`src/rtl/memory_access_if.sv`:
```
// -----------------------------------------------------------------------------
// memory_access_if
// Pipeline register types shared by the MEM stage and its neighbours, plus the
// data-bus interface between the MEM stage (master) and the memory system
// (slave).
//
// REG_EX_MEM : EX->MEM pipeline register (input of memory_access)
// REG_MEM_WB : MEM->WB pipeline register (output of memory_access)
//
// Interface signals:
//   dreq_valid    master->slave  request valid, held until dresp_data_ok
//   dreq_addr     master->slave  byte address
//   dreq_size     master->slave  log2 of access size in bytes (0=B .. 3=D)
//   dreq_strobe   master->slave  byte enables, all zero for a read
//   dreq_data     master->slave  store data, lane aligned
//   dresp_addr_ok slave->master  address accepted
//   dresp_data_ok slave->master  transaction complete
//   dresp_data    slave->master  read data, lane aligned
// -----------------------------------------------------------------------------

typedef struct packed {
    logic        valid;
    logic        isMem;
    logic        memWrite;
    logic        memSigned;
    logic [2:0]  memSize;
    logic        isWriteBack;
    logic        isJump;
    logic        isBranch;
    logic        branchAdopted;
    logic [63:0] aluOut;
    logic [63:0] rs2;
    logic [63:0] pcPlus4;
    logic [4:0]  wd;
    logic [31:0] instr;
    logic [63:0] instrAddr;
} REG_EX_MEM;

typedef struct packed {
    logic        valid;
    logic        isMem;
    logic        isWriteBack;
    logic        isJump;
    logic        isBranch;
    logic        branchAdopted;
    logic [63:0] aluOut;
    logic [63:0] memOut;
    logic [63:0] memAddr;
    logic [63:0] pcPlus4;
    logic [4:0]  wd;
    logic [31:0] instr;
    logic [63:0] instrAddr;
} REG_MEM_WB;

interface memory_access_if #(
    parameter int XLEN      = 64,
    parameter int BUS_BYTES = 8
);
    logic                 dreq_valid;
    logic [XLEN-1:0]      dreq_addr;
    logic [2:0]           dreq_size;
    logic [BUS_BYTES-1:0] dreq_strobe;
    logic [XLEN-1:0]      dreq_data;
    logic                 dresp_addr_ok;
    logic                 dresp_data_ok;
    logic [XLEN-1:0]      dresp_data;

    modport master (
        output dreq_valid, dreq_addr, dreq_size, dreq_strobe, dreq_data,
        input  dresp_addr_ok, dresp_data_ok, dresp_data
    );

    modport slave (
        input  dreq_valid, dreq_addr, dreq_size, dreq_strobe, dreq_data,
        output dresp_addr_ok, dresp_data_ok, dresp_data
    );
endinterface

```
`src/rtl/memory_access.sv`:
```
// -----------------------------------------------------------------------------
// memory_access
// MEM stage of the 5-stage core. Takes the EX->MEM register, issues one data
// bus transaction per load/store, formats load data and registers the MEM->WB
// register. Takes part in the global stall handshake.
//
// Ports:
//   clk                   core clock
//   rst                   synchronous active-high reset
//   moduleIn              EX->MEM pipeline register
//   moduleOut             MEM->WB pipeline register (registered)
//   bus                   data bus, master side
//   ok_to_proceed         this stage has its result ready
//   ok_to_proceed_overall every stage ready: advance the pipeline
//   misalign              (MEM_MISALIGN_CHECK_EN only) pulses with
//                         moduleOut.valid for a misaligned access
//
// Optional feature: define MEM_MISALIGN_CHECK_EN to suppress bus requests for
// accesses not aligned to their size and flag them on the misalign port.
// -----------------------------------------------------------------------------

module memory_access #(
    parameter int XLEN      = 64,
    parameter int BUS_BYTES = 8
) (
    input  logic            clk,
    input  logic            rst,
    input  REG_EX_MEM       moduleIn,
    output REG_MEM_WB       moduleOut,
    memory_access_if.master bus,
    output logic            ok_to_proceed,
    input  logic            ok_to_proceed_overall
`ifdef MEM_MISALIGN_CHECK_EN
    ,
    output logic            misalign
`endif
);

    typedef enum logic [1:0] {
        S_IDLE = 2'd0,
        S_REQ  = 2'd1,
        S_DONE = 2'd2
    } state_t;

    state_t               r_state;
    state_t               w_state_next;
    logic                 w_is_mem_in;
    logic                 w_misaligned_in;
    logic                 w_start_req;
    logic                 w_advance;
    logic                 w_misal_flag;
    REG_MEM_WB            w_result;

    logic                 r_dreq_valid;
    logic [XLEN-1:0]      r_dreq_addr;
    logic [2:0]           r_dreq_size;
    logic [BUS_BYTES-1:0] r_dreq_strobe;
    logic [XLEN-1:0]      r_dreq_data;
    logic                 r_is_write;
    logic                 r_signed;
    logic [XLEN-1:0]      r_mem_out;
    logic                 r_addr_ok_seen;
    REG_MEM_WB            r_module_out;

    // Byte enables for an access of 2**size bytes starting at lane off; lanes
    // past the top of the bus are dropped.
    function automatic logic [BUS_BYTES-1:0] f_strobe(input logic [1:0] size,
                                                      input logic [2:0] off);
        logic [BUS_BYTES-1:0] m;
        case (size)
            2'd0:    m = 8'h01;
            2'd1:    m = 8'h03;
            2'd2:    m = 8'h0F;
            default: m = 8'hFF;
        endcase
        return m << off;
    endfunction

    // Shift the addressed lanes down, truncate to the access size and extend.
    function automatic logic [XLEN-1:0] f_load(input logic [XLEN-1:0] dat,
                                               input logic [1:0]      size,
                                               input logic [2:0]      off,
                                               input logic            sgn);
        logic [XLEN-1:0] raw;
        logic [XLEN-1:0] res;
        raw = dat >> {off, 3'b000};
        case (size)
            2'd0:    res = {{(XLEN-8){sgn & raw[7]}}, raw[7:0]};
            2'd1:    res = {{(XLEN-16){sgn & raw[15]}}, raw[15:0]};
            2'd2:    res = {{(XLEN-32){sgn & raw[31]}}, raw[31:0]};
            default: res = raw;
        endcase
        return res;
    endfunction

`ifdef MEM_MISALIGN_CHECK_EN
    // True when the low address bits are not a multiple of the access size.
    function automatic logic f_misaligned(input logic [1:0] size,
                                          input logic [2:0] off);
        logic bad;
        case (size)
            2'd0:    bad = 1'b0;
            2'd1:    bad = off[0];
            2'd2:    bad = |off[1:0];
            default: bad = |off;
        endcase
        return bad;
    endfunction
`endif

    assign w_is_mem_in = moduleIn.valid & moduleIn.isMem;

    // Decode of the incoming access: misalignment and whether to start a bus request
    always_comb begin
`ifdef MEM_MISALIGN_CHECK_EN
        w_misaligned_in = f_misaligned(moduleIn.memSize[1:0], moduleIn.aluOut[2:0]);
`else
        w_misaligned_in = 1'b0;
`endif
        w_start_req = (r_state == S_IDLE) & w_is_mem_in & ~w_misaligned_in;
    end

    // State register
    always_ff @(posedge clk) begin
        if (rst) begin
            r_state <= S_IDLE;
        end else begin
            r_state <= w_state_next;
        end
    end

    // Next-state and ready decode
    always_comb begin
        w_state_next  = r_state;
        ok_to_proceed = 1'b0;
        case (r_state)
            S_IDLE: begin
                // Non-memory or bubble: passes straight through this stage
                ok_to_proceed = ~w_is_mem_in;
                if (w_is_mem_in) begin
                    w_state_next = w_misaligned_in ? S_DONE : S_REQ;
                end else begin
                    w_state_next = S_IDLE;
                end
            end
            S_REQ: begin
                if (bus.dresp_data_ok) begin
                    w_state_next = S_DONE;
                end else begin
                    w_state_next = S_REQ;
                end
            end
            S_DONE: begin
                ok_to_proceed = 1'b1;
                if (ok_to_proceed_overall) begin
                    w_state_next = S_IDLE;
                end else begin
                    w_state_next = S_DONE;
                end
            end
            default: begin
                w_state_next = S_IDLE;
            end
        endcase
    end

    assign w_advance = ok_to_proceed & ok_to_proceed_overall;

    // Bus request registers and load-result latch
    always_ff @(posedge clk) begin
        if (rst) begin
            r_dreq_valid   <= 1'b0;
            r_dreq_addr    <= 64'd0;
            r_dreq_size    <= 3'd0;
            r_dreq_strobe  <= 8'h00;
            r_dreq_data    <= 64'd0;
            r_is_write     <= 1'b0;
            r_signed       <= 1'b0;
            r_mem_out      <= 64'd0;
            r_addr_ok_seen <= 1'b0;
        end else if (r_state == S_IDLE && w_is_mem_in) begin
            r_mem_out      <= 64'd0;
            r_addr_ok_seen <= 1'b0;
            if (w_start_req) begin
                r_dreq_valid  <= 1'b1;
                r_dreq_addr   <= moduleIn.aluOut;
                r_dreq_size   <= moduleIn.memSize;
                r_dreq_strobe <= moduleIn.memWrite
                               ? f_strobe(moduleIn.memSize[1:0], moduleIn.aluOut[2:0])
                               : 8'h00;
                r_dreq_data   <= moduleIn.rs2 << {moduleIn.aluOut[2:0], 3'b000};
                r_is_write    <= moduleIn.memWrite;
                r_signed      <= moduleIn.memSigned;
            end
        end else if (r_state == S_REQ) begin
            if (bus.dresp_addr_ok) begin
                r_addr_ok_seen <= 1'b1;
            end
            if (bus.dresp_data_ok) begin
                r_dreq_valid <= 1'b0;
                r_mem_out    <= r_is_write ? 64'd0
                              : f_load(bus.dresp_data, r_dreq_size[1:0],
                                       r_dreq_addr[2:0], r_signed);
            end
        end
    end

`ifdef MEM_MISALIGN_CHECK_EN
    logic r_misal_pend;
    logic r_misalign;

    // Remember a misaligned access until it leaves, then pulse alongside its valid
    always_ff @(posedge clk) begin
        if (rst) begin
            r_misal_pend <= 1'b0;
            r_misalign   <= 1'b0;
        end else begin
            r_misalign <= w_advance & r_misal_pend;
            if (r_state == S_IDLE && w_is_mem_in && w_misaligned_in) begin
                r_misal_pend <= 1'b1;
            end else if (w_advance) begin
                r_misal_pend <= 1'b0;
            end
        end
    end

    assign w_misal_flag = r_misal_pend;
    assign misalign     = r_misalign;
`else
    assign w_misal_flag = 1'b0;
`endif

    // Result handed to writeback when the pipeline advances
    always_comb begin
        w_result               = '0;
        w_result.valid         = moduleIn.valid;
        w_result.isMem         = moduleIn.isMem;
        w_result.isWriteBack   = moduleIn.isWriteBack & ~w_misal_flag;
        w_result.isJump        = moduleIn.isJump;
        w_result.isBranch      = moduleIn.isBranch;
        w_result.branchAdopted = moduleIn.branchAdopted;
        w_result.aluOut        = moduleIn.aluOut;
        w_result.memOut        = (r_state == S_DONE) ? r_mem_out : 64'd0;
        w_result.memAddr       = moduleIn.aluOut;
        w_result.pcPlus4       = moduleIn.pcPlus4;
        w_result.wd            = moduleIn.wd;
        w_result.instr         = moduleIn.instr;
        w_result.instrAddr     = moduleIn.instrAddr;
    end

    // MEM->WB register: load on advance, otherwise insert a bubble and hold fields
    always_ff @(posedge clk) begin
        if (rst) begin
            r_module_out <= '0;
        end else if (w_advance) begin
            r_module_out <= w_result;
        end else begin
            r_module_out.valid <= 1'b0;
        end
    end

    // Protocol checks: no advance before ready; completion never precedes address acceptance
    always_ff @(posedge clk) begin
        if (!rst) begin
            assert (ok_to_proceed || !ok_to_proceed_overall);
            assert (!(r_state == S_REQ && bus.dresp_data_ok) || bus.dresp_addr_ok || r_addr_ok_seen);
        end
    end

    assign moduleOut       = r_module_out;
    assign bus.dreq_valid  = r_dreq_valid;
    assign bus.dreq_addr   = r_dreq_addr;
    assign bus.dreq_size   = r_dreq_size;
    assign bus.dreq_strobe = r_dreq_strobe;
    assign bus.dreq_data   = r_dreq_data;

endmodule

```
`src/flat_wrapper.sv`:
```
// flat-port wrapper written by rule: the top's interface ports become plain ports
module memory_access_flat 
#(
    parameter int XLEN      = 64,
    parameter int BUS_BYTES = 8
)
  (clk, rst, moduleIn, moduleOut, ok_to_proceed, ok_to_proceed_overall, bus_dreq_valid, bus_dreq_addr, bus_dreq_size, bus_dreq_strobe, bus_dreq_data, bus_dresp_addr_ok, bus_dresp_data_ok, bus_dresp_data);
  memory_access_if #(.XLEN(XLEN), .BUS_BYTES(BUS_BYTES)) bus_i ();
  input  logic clk;
  input  logic rst;
  input  REG_EX_MEM moduleIn;
  output REG_MEM_WB moduleOut;
  output logic ok_to_proceed;
  input  logic ok_to_proceed_overall;
  output wire logic [$bits(bus_i.dreq_valid)-1:0] bus_dreq_valid;
  output wire logic [$bits(bus_i.dreq_addr)-1:0] bus_dreq_addr;
  output wire logic [$bits(bus_i.dreq_size)-1:0] bus_dreq_size;
  output wire logic [$bits(bus_i.dreq_strobe)-1:0] bus_dreq_strobe;
  output wire logic [$bits(bus_i.dreq_data)-1:0] bus_dreq_data;
  input wire logic [$bits(bus_i.dresp_addr_ok)-1:0] bus_dresp_addr_ok;
  input wire logic [$bits(bus_i.dresp_data_ok)-1:0] bus_dresp_data_ok;
  input wire logic [$bits(bus_i.dresp_data)-1:0] bus_dresp_data;
  assign bus_dreq_valid = bus_i.dreq_valid;
  assign bus_dreq_addr = bus_i.dreq_addr;
  assign bus_dreq_size = bus_i.dreq_size;
  assign bus_dreq_strobe = bus_i.dreq_strobe;
  assign bus_dreq_data = bus_i.dreq_data;
  assign bus_i.dresp_addr_ok = bus_dresp_addr_ok;
  assign bus_i.dresp_data_ok = bus_dresp_data_ok;
  assign bus_i.dresp_data = bus_dresp_data;
  memory_access #(.XLEN(XLEN), .BUS_BYTES(BUS_BYTES)) u_core (.clk(clk), .rst(rst), .moduleIn(moduleIn), .moduleOut(moduleOut), .bus(bus_i), .ok_to_proceed(ok_to_proceed), .ok_to_proceed_overall(ok_to_proceed_overall));
endmodule
```
`config.mk`:
```
export PLATFORM = sky130hd
export DESIGN_NAME = memory_access_flat
export DESIGN_NICKNAME = d
export VERILOG_FILES = /design/src/rtl/memory_access_if.sv /design/src/rtl/memory_access.sv /design/src/flat_wrapper.sv
export SDC_FILE = /design/constraint.sdc
export NUM_CORES = 1
export LEC_CHECK = 0
export ABC_AREA = 1
export BUFFER_PORTS_ARGS = -buffer_cell sky130_fd_sc_hd__buf_2
export CAP_MARGIN = 30
export CORE_AREA = 4 4 344 346
export DETAILED_ROUTE_END_ITERATION = 16
export DIE_AREA = 0 0 348 350
export SKIP_CTS_REPAIR_TIMING = 1
export SYNTH_ARGS = -nofsm -noshare
export SYNTH_HDL_FRONTEND = slang
export SYNTH_SLANG_ARGS = --single-unit
```
`constraint.sdc`:
```
create_clock -name clk -period 3.4 [get_ports clk]
set_input_delay 0.68 -clock clk [delete_from_list [all_inputs] [get_ports clk]]
set_output_delay 0.68 -clock clk [all_outputs]
set_load 0.01 [all_outputs]
```
==> results.txt <==
share of cells above drive strength 1: 0.308
vias in the first global route: 22200
Worst Reg-to-Reg Cells: 5
busiest grt layer: met2
Sink Count: 507
CP required: 2720 ps
WL final: 106000 um
number of synthesized flops with an enable pin: 0
Global Route Usage Sum: 0.163
fmax: 412 MHz
reg2reg end: u_core.r_mem_out[2]
synthesized area: 22200 um^2
Inst Count DP: 5121
IO Pins: 877
post-route ant nets: 0
Crit. End Element: output pin
Remaining DRCs: 0
final hold slack: 228 ps
final setup fails: 0
first-pass GRT wire length: 151000 um
Final Cycle Share: 0.714
CP Launch Point: u_core.r_state[1]
# nets final: 4031
met1 usage: 0.212
met2 track demand over resource: 0.257
sequential fraction of the synthesis area: 0.457
Slew HR: 0.302
clk root buf: clkbuf_16
Routability Congestion: 0.909
Post-DP HPWL: 80800 um
worst setup margin: 972 ps
startpoint types: flop
drt first pass iters: 5
Starting DRT DRC Count: 2288
Setup crit end: ok_to_proceed
Post-Syn Nets: 3362
DIE WIDTH: 348 um
r2r setup slk: 1080 ps
Avg Inst Size Synth: 7.43 um^2
largest net degree at the start of global routing: 167
vias: 23900
Max-Cap Viols: 0
Setup CP Type: flop to output pin
CTS tree: built
deepest clock path buffer count: 3
Post-synth ARST share: 0
DR vias/cell: 4.55
final-report hold violation count: 0
number of fill cells: 12800
R2R Path Start: u_core.bus.dreq_addr[0]
count of pins over their slew limit: 0
Final Skew: 64.7 ps
DR WL/cell: 20.3 um
minimum clock period: 2430 ps
Worst Tran Pin Value: 1050 ps
CTS Buf Count: 59
most frequent cells in the layout: buf_2 (873), nand2_1 (714), dfxtp_1 (505), a21oi_1 (380), nand3_1 (323)
crit-path max FO: 36
total core area: 115000 um^2
post-layout util: 0.257
HP Class: input port to flop
Yosys reg bits: 507
antenna violations before repair: 25
Worst VDD drop: 370 uV
area share of the largest cell type after synthesis: 0.457
setup TNS: 0 ps
num rows: 125
top area cells in the synthesized netlist: dfxtp_1 (46%), nand2_1 (12%), a21oi_1 (8.6%), nand3_1 (7.3%), o21ai_0 (4.6%)
insertion delay to the later sink of the worst-skew pair: 680 ps
unique cell type count in the Yosys netlist: 39
most common cell after layout, fill and taps aside: buf_2
crit path DAT: 1750 ps
status: complete, no violations
Most used DFF post-synth: dfxtp_1
number of port buffers: 875
Lkg Pwr: 13.2 nW
Warnings, synthesis: 0
RSZ-0062 raised after global routing: no
grt total ovfl: 0
H-Tree Depth: 2
Mapped Cells: 2989
die height: 350 um
Final Non-Filler Cells: 5241
Die Footprint: 122000 um^2
Initial Util: 0.192
met3 Usage GRT: 0.0574
pre-CTS setup slack: 565 ps
area grow syn2layout: 33.6%
Power per Cell Area: 522 nW/um^2
Synth area leader: dfxtp_1
Worst-path clk slew: 60 ps
-- power by group --
group | switching, mW | internal (mW)
registers | 0.167 | 6.21
logic | 1.59 | 0.798
clock network | 2.73 | 4.00
total | 4.48 | 11.0
-- registers in the layout, summed over array words and instances, names as in the netlist --
name                    flops
u_core.bus.dreq_strobe      8
u_core.r_state              2
u_core.bus.dreq_valid       1
u_core.bus.dreq_size        3
u_core.bus.dreq_data       64
u_core.bus.dreq_addr       64
u_core.r_is_write           1
u_core.r_mem_out           64
u_core.moduleOut          299
u_core.r_signed             1
-- synth_stat cells, types with 2 or more instances --
cell,n
o221ai_1,4
mux2i_1,24
buf_1,22
o211ai_1,40
buf_4,69
or2_2,13
dfxtp_1,507
o21ai_1,6
a22oi_1,18
a31oi_1,4
inv_2,9
nand4_1,64
o311ai_0,2
clkbuf_1,145
o21ai_0,206
nand2_4,3
buf_12,3
buf_6,3
nand2_2,4
nor2_1,176
nand3_2,33
nand3_1,324
a21oi_2,30
a21oi_1,381
buf_2,91
inv_1,64
nand2_1,716
clkinv_1,2
a32o_1,16
-- metrics by stage --
stage	total power [mW]	area, um^2
after floorplan	7.81	22200
after global placement	8.88	27600
after detailed placement	8.89	27600
after CTS	15.7	29600
after global routing	16.1	29600
final	15.5	29700
-- layout make-up --
cell class,count,area (um^2),area share
Inverter,76,293,0.00987
Clock buffer,82,1680,0.0567
Sequential cell,507,10200,0.342
Tap cell,1524,1910,0.0643
Multi-Input combinational cell,2073,10100,0.341
Timing Repair Buffer,941,5110,0.172
Clock inverter,24,372,0.0125
Antenna cell,14,35.0,0.00118
-- worst max-delay path: stages (launching register included) --
cell     delay, ps
dfxtp_1        300
inv_1          130
a21oi_4        200
buf_12         270
buf_2          210
-- how the worst min path moves through the flow --
stage                           from                      end  cells after the start
3_5_place_dp    u_core.moduleOut[24]     u_core.moduleOut[24]                      2
4_1_cts                moduleIn[299]  u_core.bus.dreq_size[2]                      3
6_report               moduleIn[299]  u_core.bus.dreq_size[2]                      3
2_1_floorplan    u_core.r_mem_out[0]      u_core.r_mem_out[0]                      2
3_3_place_gp   u_core.moduleOut[111]    u_core.moduleOut[111]                      2
5_1_grt                moduleIn[299]  u_core.bus.dreq_size[2]                      3
-- layer usage --
layer / vias to the layer above / wire length, um
met5: - / 79
met4: 14 / 2730
met3: 154 / 10700
met2: 1042 / 47800
met1: 11300 / 44900
li1: 11400 / -
-- cell families after synthesis --
logic type	after synthesis	synth area share
AOI/OAI and AO/OA	711	0.177
and+or+nand+nor	1338	0.266
buffers and inverters	409	0.0892
DFF	507	0.457
muxes	24	0.0108
No activity file was read; power rests on OpenSTA's default activity.
